--- src/rtl/mult_8x8_seq_ctrl.sv ---
// 8x8 multiply sequencer: time-multiplexes one external 4x4 sub-multiplier
// over four nibble quadrants and shift-accumulates the partial products.
module mult_8x8_seq_ctrl #(
  parameter int SUB_LAT   = 0,   // sub-multiplier latency, 0..3
  parameter bit ZERO_SKIP = 1'b0 // skip quadrants with a zero nibble
) (
  input  logic        clk,
  input  logic        rst,
  input  logic        in_valid,
  output logic        in_ready,
  input  logic [7:0]  A,
  input  logic [7:0]  B,
  input  logic [7:0]  mode,
  output logic [3:0]  sub_a,
  output logic [3:0]  sub_b,
  output logic [1:0]  sub_sel,
  output logic        sub_start,
  input  logic [7:0]  sub_p,
  output logic        out_valid,
  input  logic        out_ready,
  output logic [15:0] R
);

  typedef enum logic [1:0] {IDLE, ISSUE, DONE} state_t;

  state_t      state_reg, state_next;
  logic [7:0]  a_reg, a_next, b_reg, b_next, mode_reg, mode_next;
  logic [15:0] acc_reg, acc_next, r_reg, r_next;
  logic [3:0]  pend_reg, pend_next;   // quadrants still to issue, incl. current
  logic [1:0]  cnt_reg, cnt_next;     // cycle within the current quadrant
  logic [3:0]  sub_a_reg, sub_a_next, sub_b_reg, sub_b_next;
  logic [1:0]  sub_sel_reg, sub_sel_next;
  logic        sub_start_reg, sub_start_next;

  logic [1:0]  cur_q;
  logic [3:0]  mask;
  logic [3:0]  rem;
  logic [1:0]  nq;
  logic [15:0] sum;

  // Quadrant q uses A nibble q[1] and B nibble q[0].
  function automatic logic [3:0] nib(input logic [7:0] x, input logic hi);
    return hi ? x[7:4] : x[3:0];
  endfunction

  function automatic logic [3:0] issue_mask(input logic [7:0] a, input logic [7:0] b);
    logic [3:0] m;
    m = '0;
    for (int q = 0; q < 4; q++) begin
      m[q] = (ZERO_SKIP == 1'b0) || ((nib(a, q[1]) != 4'd0) && (nib(b, q[0]) != 4'd0));
    end
    return m;
  endfunction

  // Lowest-numbered pending quadrant.
  function automatic logic [1:0] first_q(input logic [3:0] m);
    logic [1:0] f;
    f = 2'd0;
    for (int q = 3; q >= 0; q--) begin
      if (m[q]) f = 2'(q);
    end
    return f;
  endfunction

  function automatic logic [1:0] sel_of(input logic [7:0] md, input logic [1:0] q);
    case (q)
      2'd0:    return md[1:0];
      2'd1:    return md[3:2];
      2'd2:    return md[5:4];
      default: return md[7:6];
    endcase
  endfunction

  function automatic logic [3:0] shift_of(input logic [1:0] q);
    case (q)
      2'd0:    return 4'd0;
      2'd3:    return 4'd8;
      default: return 4'd4;
    endcase
  endfunction

  assign cur_q     = first_q(pend_reg);
  assign in_ready  = (state_reg == IDLE) && !rst;
  assign out_valid = (state_reg == DONE);
  assign R         = r_reg;
  assign sub_a     = sub_a_reg;
  assign sub_b     = sub_b_reg;
  assign sub_sel   = sub_sel_reg;
  assign sub_start = sub_start_reg;

  // Next-state and next-output logic for the sequencer.
  always_comb begin
    state_next     = state_reg;
    a_next         = a_reg;
    b_next         = b_reg;
    mode_next      = mode_reg;
    acc_next       = acc_reg;
    r_next         = r_reg;
    pend_next      = pend_reg;
    cnt_next       = cnt_reg;
    sub_a_next     = sub_a_reg;
    sub_b_next     = sub_b_reg;
    sub_sel_next   = sub_sel_reg;
    sub_start_next = 1'b0;
    mask           = '0;
    rem            = '0;
    nq             = '0;
    sum            = '0;
    case (state_reg)
      IDLE: begin
        if (in_valid) begin
          a_next     = A;
          b_next     = B;
          mode_next  = mode;
          acc_next   = '0;
          cnt_next   = '0;
          mask       = issue_mask(A, B);
          pend_next  = mask;
          state_next = ISSUE;
          // First quadrant goes out on the acceptance edge so every quadrant
          // occupies exactly SUB_LAT+1 cycles.
          if (mask != 4'd0) begin
            nq             = first_q(mask);
            sub_a_next     = nib(A, nq[1]);
            sub_b_next     = nib(B, nq[0]);
            sub_sel_next   = sel_of(mode, nq);
            sub_start_next = 1'b1;
          end
        end
      end
      ISSUE: begin
        if (pend_reg == 4'd0) begin
          // Nothing was issued: result is the cleared accumulator.
          state_next = DONE;
          r_next     = acc_reg;
        end else if (cnt_reg == 2'(SUB_LAT)) begin
          sum       = acc_reg + ({8'h00, sub_p} << shift_of(cur_q));
          acc_next  = sum;
          rem       = pend_reg & ~(4'b0001 << cur_q);
          pend_next = rem;
          cnt_next  = '0;
          if (rem == 4'd0) begin
            state_next   = DONE;
            r_next       = sum;
            sub_a_next   = '0;
            sub_b_next   = '0;
            sub_sel_next = '0;
          end else begin
            nq             = first_q(rem);
            sub_a_next     = nib(a_reg, nq[1]);
            sub_b_next     = nib(b_reg, nq[0]);
            sub_sel_next   = sel_of(mode_reg, nq);
            sub_start_next = 1'b1;
          end
        end else begin
          cnt_next = cnt_reg + 2'd1;
        end
      end
      DONE: begin
        if (out_ready) state_next = IDLE;
      end
      default: state_next = IDLE;
    endcase
  end

  // State and datapath registers with synchronous reset.
  always_ff @(posedge clk) begin
    if (rst) begin
      state_reg     <= IDLE;
      a_reg         <= '0;
      b_reg         <= '0;
      mode_reg      <= '0;
      acc_reg       <= '0;
      r_reg         <= '0;
      pend_reg      <= '0;
      cnt_reg       <= '0;
      sub_a_reg     <= '0;
      sub_b_reg     <= '0;
      sub_sel_reg   <= '0;
      sub_start_reg <= 1'b0;
    end else begin
      state_reg     <= state_next;
      a_reg         <= a_next;
      b_reg         <= b_next;
      mode_reg      <= mode_next;
      acc_reg       <= acc_next;
      r_reg         <= r_next;
      pend_reg      <= pend_next;
      cnt_reg       <= cnt_next;
      sub_a_reg     <= sub_a_next;
      sub_b_reg     <= sub_b_next;
      sub_sel_reg   <= sub_sel_next;
      sub_start_reg <= sub_start_next;
    end
  end

endmodule

--- config.mk ---
export PLATFORM = sky130hd
export DESIGN_NAME = mult_8x8_seq_ctrl
export DESIGN_NICKNAME = d
export VERILOG_FILES = /design/src/rtl/mult_8x8_seq_ctrl.sv
export SDC_FILE = /design/constraint.sdc
export NUM_CORES = 1
export LEC_CHECK = 0
export CELL_PAD_IN_SITES_DETAIL_PLACEMENT = 0
export CELL_PAD_IN_SITES_GLOBAL_PLACEMENT = 2
export CORE_ASPECT_RATIO = 1.4
export CORE_UTILIZATION = 34
export DETAILED_ROUTE_END_ITERATION = 8
export MAX_ROUTING_LAYER = met4
export PLACE_DENSITY = 0.94
export SYNTH_ARGS = -nofsm -noshare
export SYNTH_HDL_FRONTEND = slang
export SYNTH_SLANG_ARGS = --single-unit
--- constraint.sdc ---
create_clock -name clk -period 5.25 [get_ports clk]
set_input_delay 1.05 -clock clk [delete_from_list [all_inputs] [get_ports clk]]
set_output_delay 1.05 -clock clk [all_outputs]
set_load 0.02 [all_outputs]
==> results_dict.tcl <==
set metrics [dict create \
    status "complete, no violations" \
    synth_edf_count 0 \
    port_buffers 64 \
    clkTransAtPathRegs_ns 0.05 \
    drive_gt1_share_pct 4.40 \
    max-vdd-ir-drop_v 0.000173 \
    initial_core_util_pct 34.9 \
    top_level_ports 65 \
    nets 600 \
    wl_per_cell_um 15.8 \
    num_rows 46 \
    vias 3651 \
    stdcell_area_mm2 0.00490 \
    fin_skew_ns 0.00840 \
    reg2reg_slack_ns 1.54 \
    synth.top_cells.by_count "nand2_1, dfxtp_1, a21oi_1, nor2_1, o21ai_0" \
    critical_path_arrival_ns 3.93 \
    final_core_utilization_pct 43.3 \
    intPower_uw 1120 \
    tightest_slew_ns 1.14 \
    cp-start-kind "flop" \
    grt_max_degree 59 \
    cts_setup_buffers 0 \
    grt_pass1_vias 3572 \
    synth_top_flop_cell "dfxtp_1" \
    power_density_mw_per_mm2 341 \
    synth.area.top_cells "dfxtp_1, nand2_1, a21oi_1" \
    hold_violations 0 \
    cts-resized-gates 0 \
    gr-usage-all-layers_pct 19.3 \
    syn2layout_area_growth_pct 23.9 \
    ys_warn_count 0 \
    drt_pre_antenna_iters 4 \
    seqPwrFrac_pct 37.9 \
    crit_path_end_kind "flop" \
    dp_hpwl_um 7850 \
    via_per_inst 5.30 \
    ys_ff_latch 73 \
    drv_slew 0 \
    antenna-diode-count 0 \
    total_power_uw 1670 \
    rsz0062_at_grt "no" \
    synthDistinctLibCells 51 \
    p_clk_share_pct 33.3 \
    insertion_delay_ns 0.34 \
    drtIter0Drc 137 \
    cts_sinks 73 \
    setup_viol 0 \
    cts_hold_buf 0 \
    numPlacedInstances 674 \
    antenna_found_initial 0 \
    fin_cells 689 \
    cts_buffer_depth 2 \
    syn_area_per_cell_um2 8.00 \
    htreeDepth 3 \
    ant_nets 0 \
    drcViolationCount 0 \
    fmax_mhz 270 \
    crit_type "reg2reg" \
    core_mm2 0.0113 \
    fillers 1152 \
    hold_class "reg2reg" \
    swShare_pct 32.8 \
    die_y_um 130 \
    placed_area_mm2 0.00464 \
    syn_inst 495 \
    layout_min_cycle_time_ns 3.71 \
    p_sw_uw 548 \
    fp.dieArea_mm2 0.0121 \
    syn_area_mm2 0.00396 \
    yosysSeqAreaShare_pct 36.9 \
    synth_top_area_cell "dfxtp_1" \
    grt-ovfl-total 0 \
    yosysTopAreaCellShare_pct 36.9 \
    crit_required_ns 5.47 \
    cts-buffers-inserted 9 \
    fin_crit_sh_pct 70.6 \
    crit_path_max_fanout 11 \
    cts_root_buffer "clkbuf_16" \
    synthArstFlopShare_pct 0 \
    drt_wl_total_um 10900 \
    die_w_um 93.2 \
    p_leak_uw 0.00187 \
    synth_most_common_cell "nand2_1" \
    setup_tns_ns 0 \
    combinationalPowerShare_pct 28.8 \
    synth_nets 554 \
    max-slew-margin-rel_pct 23.4 \
    gp_congestion 0.923 \
    maxCapViolations 0 \
    grt_first_pass_wirelength_um 17300 \
    cts_tree "yes" \
]
## worst max-delay path, cell delays in order, from the launching register on
cell and delay (ns):
dfxtp_1 0.47, nor2_1 0.09, nor3_1 0.31, ha_1 0.42, nor2_1 0.13, and2_1 0.18, ha_1 0.21, fa_1 0.41
a21o_1 0.19, a221o_1 0.38, a21oi_1 0.26, o21ai_0 0.14, xor2_1 0.17, o31a_1 0.24
## worst paths after layout
check	start	to	cells past startpoint
worst max-delay path	pend_reg[3]	R[14]	13
worst min-delay path	b_reg[5]	b_reg[5]	2
worst max register to register	pend_reg[3]	R[14]	13
worst min register to register	b_reg[5]	b_reg[5]	2
## kinds of logic (layout without fill, tap and decap cells)
logic type      after synthesis  in the layout  synth area share, %
compound gates              142            142                 23.4
xor+xnor                     14             14                 3.10
fa+ha+maj                    23             23                 7.46
buf+inv                      37             87                 4.43
flops                        73             73                 36.9
mux                           8              8                 2.02
simple gates                198            198                 22.6
## per-stage QoR
stage	hold WS, ns	setup slack [ns]
2_1_floorplan	0.436	1.87
3_3_place_gp	0.444	1.52
3_5_place_dp	0.448	1.48
4_1_cts	0.455	1.55
5_1_grt	0.472	1.27
6_report	0.455	1.54
## layout make-up
type	instances	area (um2)	area share [%]
Tap cell	144	180	3.67
Inverter	7	26.3	0.536
Multi-Input combinational cell	385	2330	47.5
Clock buffer	12	246	5.03
Timing Repair Buffer	65	643	13.1
Sequential cell	73	1460	29.8
Clock inverter	3	17.5	0.357
## cell usage in the layout, fill, tap and decap left out, drive strengths merged, types with 3 or more instances in the layout
cell type,Yosys,routed
nand3,12,12
xnor2,8,8
a22o,9,9
clkbuf,20,12
inv,7,7
a31oi,5,5
xor2,6,6
a211oi,3,3
a22oi,3,3
nand2,89,89
nand2b,5,5
o211ai,10,10
and4,3,3
clkdlybuf4s50,0,63
a221oi,4,4
a21o,4,4
a21oi,57,57
ha,22,22
a41oi,3,3
mux2i,8,8
nand4,6,6
nor2b,12,12
and2,8,8
o21ai,24,24
dfxtp,73,73
a311oi,8,8
nor2,45,45
nor3,12,12
## layer usage
layer	global-route usage, %	wire, um	up-vias
li1	-	-	1843
met1	21.3	4540	1721
met2	33.9	5690	72
met3	3.40	428	15
met4	7.87	260	0
met5	-	0	-
## power by group through the flow
stage | clock network (uW) | logic (uW) | registers, uW
5_1_grt | 598 | 530 | 640
4_1_cts | 573 | 485 | 634
6_report | 557 | 482 | 634
3_5_place_dp | 0 | 482 | 646
3_3_place_gp | 0 | 479 | 645
2_1_floorplan | 0 | 308 | 665
Note: power is estimated with default switching activity, not from simulation.
